## src/rtl/wb_config_loader.sv

```systemverilog
// Wishbone master that turns a header + data word stream into single-beat
// configuration writes, one per data word, to the addressed region slave.
module wb_config_loader #(
   parameter int          NUM_CONFIG_REGIONS = 2,
   parameter logic [31:0] BASE_ADDR          = 32'h3000_0000,
   parameter int          REGION_SHIFT       = 24,
   parameter int          TIMEOUT            = 16,
   parameter int          CNT_W              = 16
) (
   input  logic                          wb_clk_i,
   input  logic                          wb_rst_i,
   input  logic                          s_valid,
   output logic                          s_ready,
   input  logic [31:0]                   s_data,
   input  logic                          clr_err,
   output logic                          wbm_cyc_o,
   output logic                          wbm_stb_o,
   output logic                          wbm_we_o,
   output logic [3:0]                    wbm_sel_o,
   output logic [31:0]                   wbm_addr_o,
   output logic [31:0]                   wbm_data_o,
   input  logic [NUM_CONFIG_REGIONS-1:0] wbm_ack_i,
   output logic                          busy,
   output logic                          done,
   output logic                          err,
   output logic [1:0]                    err_code
);

   localparam logic [2:0] S_IDLE  = 3'd0;
   localparam logic [2:0] S_FETCH = 3'd1;
   localparam logic [2:0] S_WRITE = 3'd2;
   localparam logic [2:0] S_DONE  = 3'd3;
   localparam logic [2:0] S_ERR   = 3'd4;

   logic [2:0]                    state;
   logic [2:0]                    state_n;
   logic [CNT_W-1:0]              remaining;
   logic [7:0]                    tcnt;
   logic [NUM_CONFIG_REGIONS-1:0] region_sel;

   logic             handshake;
   logic [31:0]      hdr_region;
   logic [CNT_W-1:0] hdr_count;
   logic             hdr_bad;
   logic             hdr_empty;
   logic             ack_hit;
   logic             timed_out;
   logic             last_word;

   assign s_ready    = (state == S_IDLE) || (state == S_FETCH);
   assign handshake  = s_valid && s_ready;
   assign hdr_region = {24'b0, s_data[31:24]};
   assign hdr_count  = s_data[CNT_W-1:0];
   assign hdr_bad    = hdr_region >= 32'(NUM_CONFIG_REGIONS);
   assign hdr_empty  = hdr_count == '0;
   assign wbm_sel_o  = 4'hF;

   // Only the latched region's ack bit can retire a write; the ack wins over
   // a timeout that expires in the same cycle.
   assign ack_hit   = |(wbm_ack_i & region_sel);
   assign timed_out = (tcnt == 8'(TIMEOUT - 1)) && !ack_hit;
   assign last_word = remaining == CNT_W'(1);

   always_comb begin
      state_n = state;
      case (state)
         S_IDLE: begin
            if (handshake) begin
               if (hdr_bad) begin
                  state_n = S_ERR;
               end else if (!hdr_empty) begin
                  state_n = S_FETCH;
               end
            end
         end
         S_FETCH: begin
            if (handshake) begin
               state_n = S_WRITE;
            end
         end
         S_WRITE: begin
            if (ack_hit) begin
               state_n = last_word ? S_DONE : S_FETCH;
            end else if (timed_out) begin
               state_n = S_ERR;
            end
         end
         S_DONE: begin
            state_n = S_IDLE;
         end
         S_ERR: begin
            if (clr_err) begin
               state_n = S_IDLE;
            end
         end
         default: begin
            state_n = S_IDLE;
         end
      endcase
   end

   // A zero-count header completes in place, so done has two sources.
   always_ff @(posedge wb_clk_i or posedge wb_rst_i) begin
      if (wb_rst_i) begin
         state      <= S_IDLE;
         wbm_cyc_o  <= 1'b0;
         wbm_stb_o  <= 1'b0;
         wbm_we_o   <= 1'b0;
         wbm_addr_o <= '0;
         wbm_data_o <= '0;
         busy       <= 1'b0;
         done       <= 1'b0;
         err        <= 1'b0;
         err_code   <= 2'd0;
         remaining  <= '0;
         tcnt       <= '0;
         region_sel <= '0;
      end else begin
         state <= state_n;
         busy  <= (state_n == S_FETCH) || (state_n == S_WRITE) || (state_n == S_DONE);
         done  <= (state == S_IDLE && handshake && !hdr_bad && hdr_empty) ||
                  (state_n == S_DONE);
         case (state)
            S_IDLE: begin
               if (handshake) begin
                  if (hdr_bad) begin
                     err      <= 1'b1;
                     err_code <= 2'd1;
                  end else if (!hdr_empty) begin
                     wbm_addr_o <= BASE_ADDR + (hdr_region << REGION_SHIFT);
                     remaining  <= hdr_count;
                     region_sel <= NUM_CONFIG_REGIONS'(1) << s_data[31:24];
                  end
               end
            end
            S_FETCH: begin
               if (handshake) begin
                  wbm_data_o <= s_data;
                  wbm_cyc_o  <= 1'b1;
                  wbm_stb_o  <= 1'b1;
                  wbm_we_o   <= 1'b1;
                  tcnt       <= '0;
               end
            end
            S_WRITE: begin
               if (ack_hit) begin
                  wbm_cyc_o <= 1'b0;
                  wbm_stb_o <= 1'b0;
                  wbm_we_o  <= 1'b0;
                  remaining <= remaining - CNT_W'(1);
               end else if (timed_out) begin
                  wbm_cyc_o <= 1'b0;
                  wbm_stb_o <= 1'b0;
                  wbm_we_o  <= 1'b0;
                  err       <= 1'b1;
                  err_code  <= 2'd2;
               end else begin
                  tcnt <= tcnt + 8'd1;
               end
            end
            S_ERR: begin
               if (clr_err) begin
                  err      <= 1'b0;
                  err_code <= 2'd0;
               end
            end
            default: begin
            end
         endcase
      end
   end

endmodule

```

## config.mk

```make
export PLATFORM = sky130hd
export DESIGN_NAME = wb_config_loader
export DESIGN_NICKNAME = d
export VERILOG_FILES = /design/src/rtl/wb_config_loader.sv
export SDC_FILE = /design/constraint.sdc
export NUM_CORES = 1
export LEC_CHECK = 0
export CAP_MARGIN = 20
export CORE_AREA = 10 10 106 108
export CTS_BUF_LIST = sky130_fd_sc_hd__clkbuf_8
export DETAILED_ROUTE_END_ITERATION = 8
export DIE_AREA = 0 0 116 118
export GPL_ROUTABILITY_DRIVEN = 0
export MAX_ROUTING_LAYER = met4
export PLACE_DENSITY = 0.88
export SETUP_SLACK_MARGIN = 0.02
export SLEW_MARGIN = 20
export SYNTH_ARGS = -nofsm -noshare
export SYNTH_HDL_FRONTEND = slang
export SYNTH_SLANG_ARGS = --single-unit
```

## constraint.sdc

```tcl
create_clock -name wb_clk_i -period 2.4 [get_ports wb_clk_i]
set_input_delay 0.36 -clock wb_clk_i [delete_from_list [all_inputs] [get_ports wb_clk_i]]
set_output_delay 0.36 -clock wb_clk_i [all_outputs]
set_load 0.005 [all_outputs]
```

# Word-level counts from Yosys, hierarchy flattened

Index checks and enable logic that the tools add are counted.

Shift-type cells: 1
Reduce and logical (&&, ||, !) cells: 23
Multiplexer cells: 34
Div/mod/pow operators: 0
$add $sub $neg: 3
Multipliers: 0
Equality and inequality tests: 19
Bitwise operators: 3
$lt $le $gt $ge: 1

Operators by type and width:

| kind                                                 | number |
|---|---|
| 2-to-1 mux 16 bit                                    | 4 |
| adder 30 x 32 -> 32 bit (first input constant)       | 1 |
| one-hot mux 16 bit (2 select lines)                  | 1 |
| 2-to-1 mux 8 bit                                     | 3 |
| 2-to-1 mux 3 bit                                     | 7 |
| inequality test 2 bit (second input constant)        | 10 |
| == test 16 x 1 -> 1 bit (second input constant)      | 1 |
| logical NOT 16 bit                                   | 1 |
| one-hot mux 8 bit (2 select lines)                   | 1 |
| subtractor 16 x 1 -> 16 bit (second input constant)  | 1 |
| 2-to-1 mux 2 bit                                     | 6 |
| one-hot mux 3 bit (4 select lines)                   | 1 |
| == test 3 x 2 -> 1 bit (second input constant)       | 3 |
| adder 8 x 1 -> 8 bit (second input constant)         | 1 |
| == test 8 x 4 -> 1 bit (second input constant)       | 1 |
| >= comparator 8 x 2 -> 1 bit (second input constant) | 1 |
| 2-to-1 mux 1 bit                                     | 8 |
| AND reduction 4 bit                                  | 2 |
| left shift 1 x 8 -> 2 bit (first input constant)     | 1 |
| == test 3 x 1 -> 1 bit (second input constant)       | 2 |
| one-hot mux 2 bit (3 select lines)                   | 1 |
| AND reduction 6 bit                                  | 1 |
| logical AND 1 bit                                    | 5 |
| AND reduction 5 bit                                  | 1 |
| other kinds (14)                                     | 20 |

Input port bits: 38
Output and inout port bits: 77
Memories kept: 0
ROM bits: 0
Register bits after elaboration: 99
Logic and storage cells: 95
Bits in writable memories: 0
Latch bits: 0

# Logic depth before layout (Yosys ltp)

Depth in word-level cells: 10
Depth in mapped cells: 8
Depth with buffers taken out: 7

# Least setup slack after synthesis

OpenSTA, ideal clock, no wires.

Kind: register to register
Start point: register remaining[6]
End point: register remaining[14]
Cell stages (with the launch flop): 6
Slack: 0.580 ns
Arrival: 1.690 ns
Buffers on the path: 0
Clock period less this slack: 1.820 ns
Cells stage by stage: dfrtp_1 > or4_4 > nor4b_4 > nand2_2 > o22ai_1 > a221oi_2

Longest elaborated chain between the ends: 3

Ends and longest elaborated chain:

| item                                | RTL line | text |
|---|---|---|
| start, declared                     | 37       | `logic [CNT_W-1:0] remaining;` |
| start signal, assigned              | 131      | `remaining <= hdr_count;` |
| start signal, assigned              | 150      | `remaining <= remaining - CNT_W'(1);` |
| subtractor 16 x 1 -> 16 bit         | 150      |  |
| 2-to-1 mux 16 bit                   | 146      | `if (ack_hit) begin` |
| one-hot mux 16 bit (2 select lines) | 123      | `case (state)` |

No other way between the ends. The select of a mux whose other input is x is not followed.
A chain may end at the register's enable or synchronous reset.

# Final worst setup path

Start point: register remaining[10]
End point: register done

Longest elaborated chain between the ends: 6

Ends and longest elaborated chain:

| item                               | RTL line | text |
|---|---|---|
| == test 16 x 1 -> 1 bit            | 62       | `assign last_word = remaining == CNT_W'(1);` |
| 2-to-1 mux 2 bit                   | 83       | `state_n = last_word ? S_DONE : S_FETCH;` |
| 2-to-1 mux 3 bit                   | 82       | `if (ack_hit) begin` |
| one-hot mux 3 bit (4 select lines) | 66       | `case (state)` |
| == test 3 x 2 -> 1 bit             | 122      | `(state_n == S_DONE);` |
| logical OR 1 bit                   | 121      | `done <= (state == S_IDLE && handshake && !hdr_bad && hdr_empty) \|\|` |
| end signal, assigned               | 121      |  |
| end, declared                      | 24       | `output logic done,` |

No other way between the ends.

==> flow_summary.toml <==
[sta]
relSlewSlack_pct = 54.3
rsz0062_at_grt = "no"
setup_viol = 0
hold_viol = 0
post-route-min-period_ns = 2.04
hold_slack_ns = 0.416
tightest_slew_ns = 0.686
slew_viol_final = 0
timing.fmax_mhz = 489
clock_skew_ns = 0.00870
fin_crit_sh_pct = 85.2
setup-tns-final_ns = 0

[routing]
dr.pass1.iters = 4
remaining_drc_errors = 0
ant_nets = 0
wirelength_um = 10900
drtIter0Drc = 217
wl_per_cell_um = 16.9
viasPerCell = 5.37
num_vias = 3446

[setup_path]
arrival_ns = 2.29
worst_setup_path_end_kind = "flop"
r2r-start = "remaining[10]$_DFFE_PP0P_"
cp-start-kind = "flop"
critPathKind = "reg -> reg"
cp.required_ns = 2.65
crit_path_start = "remaining[10]$_DFFE_PP0P_"
cp_max_fo = 6

[floorplanning]
core_sq_um = 9110
ios = 115
dieArea_sq_um = 13700
placementRows = 35
start_util_pct = 43.0
die_x_um = 116
die_y_um = 118

[logic_synthesis]
synth_xor_area_share_pct = 1.34
yosys.area.top_type_share_pct = 48.0
synthMuxAreaShare_pct = 2.94
yosys_warnings = 0
synth_area_sq_um = 3910
synth_edf_count = 0
synth_cell_type_count = 57
yosysTopAreaCell = "dfrtp_1"
synth-async-reset-ratio_pct = 100
synth_top_family_by_area = "simple AND/OR/NAND/NOR gates"
ys_top_cells_by_area = "dfrtp_1 48%, nand2_1 11%, buf_4 5.8%"
yosysSeqAreaShare_pct = 48.0
synth_seq_cells = 75
synth-adder-area-share_pct = 1.60
synth_cells = 433
synth_flop_cell = "dfrtp_1"
postSynthAreaPerCell_sq_um = 9.04
synth_compound_area_share_pct = 10.0
synth-simple-area-share_pct = 26.7

[hold_path]
hp-class = "in -> async"

[cells_and_area]
layout.nets = 570
drive_above_1_share_pct = 9.23
area_growth_pct = 29.0
n_antenna_cell = 0

[grt]
antenna_found_initial = 0
grt_pass1_vias = 3444
overflow = 0
grt_max_degree = 76
grt_pass1_wl_um = 17500
track_usage_pct = 16.1

[clocking]
cts.sinks = 75
cts_hold_buf = 0
cts_tree = "yes"
cts_setup_buffers = 0
htree_levels = 3
insertion_delay_ns = 0.35
cts_max_path_buffers = 2
cts-resized-gates = 0
cts-root-buf = "clkbuf_8"
clkTransAtPathRegs_ns = 0.07
cts_made_buffers = 9

[power_and_ir_drop]
p_leak_nw = 2.33
swShare_pct = 31.5
cellPowerDensity_nw_per_um2 = 808
power_switching_mw = 1.29
p_comb_share_pct = 29.8
power_frac_clock_pct = 23.5
ir_worst_vdd_uv = 430
p_seq_share_pct = 46.7
p_int_mw = 2.79

[status]
status = "finished, final reports clean"

[place]
dp_hpwl_um = 8290
port_buffers = 86

[run]
maxCapViolations = 0
## cell usage after synthesis, types with 7 or more instances
cell	n
nor2_1	33
nand3_1	11
o21ai_0	16
a21oi_1	8
nand4_1	13
buf_4	30
clkbuf_1	9
inv_1	8
nand2_1	112
a211oi_1	10
mux2i_1	7
nor3_1	11
nor4_1	9
dfrtp_1	75
## path summary, 6_finish.rpt
kind	endpoint	slack, ns	depth (start not counted)
min in group wb_clk_i	wbm_data_o[25]$_DFFE_PP0P_	0.48	2
setup reg to reg	done$_DFF_PP0_	0.36	5
hold reg to reg	wbm_data_o[25]$_DFFE_PP0P_	0.48	2
setup / recovery	done$_DFF_PP0_	0.36	5
hold / removal	wbm_data_o[20]$_DFFE_PP0P_	0.42	3
max in group asynchronous	wbm_data_o[0]$_DFFE_PP0P_	1.66	3
## worst max-delay path, stage by stage (launching register included)
cell      delay [ns]
dfrtp_1         0.43
or4_1           0.59
nor3_2          0.26
nand2_1         0.12
nor4_1          0.35
o21bai_1        0.20
## cells in the final DEF (no fill, tap or decap), types with 2 or more instances in the layout
| cell type | count |
|---|---|
| clkbuf_8 | 11 |
| inv_1 | 9 |
| dfrtp_1 | 75 |
| buf_12 | 2 |
| clkdlybuf4s50_1 | 86 |
| or4_1 | 2 |
| nor3_1 | 11 |
| conb_1 | 28 |
| buf_4 | 18 |
| nand3_1 | 11 |
| nand2_1 | 112 |
| nor2b_1 | 2 |
| ha_1 | 5 |
| a211oi_1 | 10 |
| nor2_1 | 33 |
| o211ai_1 | 3 |
| xor2_1 | 6 |
| o22ai_1 | 3 |
| nand4_1 | 13 |
| a21oi_1 | 8 |
| mux2i_1 | 7 |
| nor3b_1 | 2 |
| mux2_2 | 4 |
| and2_1 | 6 |
| nor4_1 | 9 |
| and3_1 | 4 |
| a31oi_1 | 5 |
| o21ai_0 | 16 |
## cells by family (layout without fill, tap and decap cells)
group | Yosys count | count (layout)
and+or+nand+nor | 219 | 219
DFF | 75 | 75
AOI/OAI and AO/OA | 58 | 58
buffers and inverters | 57 | 129
xor gates and xnor gates | 6 | 6
other | 2 | 28
adders and majority gates | 5 | 5
muxes | 11 | 11
## registers in the layout, summed over array words and instances (netlist names)
register and flops:
err 1, busy 1, wbm_we_o 1, wbm_data_o 32, done 1, region_sel 2, wbm_addr_o 8, remaining 16
err_code 2, tcnt 8, state 3
## routing by layer
| layer | GRT usage [%] | vias up | wire length, um |
|---|---|---|---|
| met4 | 7.59 | 0 | 304 |
| met1 | 19.2 | 1678 | 4520 |
| li1 | - | 1624 | - |
| met2 | 25.5 | 121 | 5350 |
| met5 | - | - | 0 |
| met3 | 2.91 | 23 | 697 |
## final cells by class
class                      count  area, sq um
fill                         774         4060
sequential                    75         1880
multi-input combinational    327         1770
timing repair buffer         106         1040
clock buffer                  11          151
tap                          111          139
clock inverter                 4         42.5
inverter                       8         30.0
## stage by stage
step | cell area [sq um] | setup WS (ns) | std cells | power, mW | util, %
global route | 5050 | 0.172 | 642 | 4.33 | 55.4
floorplan | 4010 | 0.130 | 459 | 2.48 | -
CTS | 5050 | 0.337 | 642 | 4.10 | 55.4
detailed placement | 4850 | 0.0254 | 627 | 3.13 | 53.3
finish | 5050 | 0.355 | 642 | 4.08 | 55.4
global placement | 4850 | 0.00401 | 627 | 3.06 | 53.3
## power by group through the flow
| stage | Clock, mW | Combinational, mW | Sequential [mW] |
|---|---|---|---|
| floorplan | 0 | 0.633 | 1.85 |
| global placement | 0 | 1.17 | 1.89 |
| detailed placement | 0 | 1.22 | 1.92 |
| CTS | 0.975 | 1.23 | 1.90 |
| global route | 1.03 | 1.35 | 1.95 |
| finish | 0.958 | 1.21 | 1.91 |
Power figures use the tool's default switching activity.
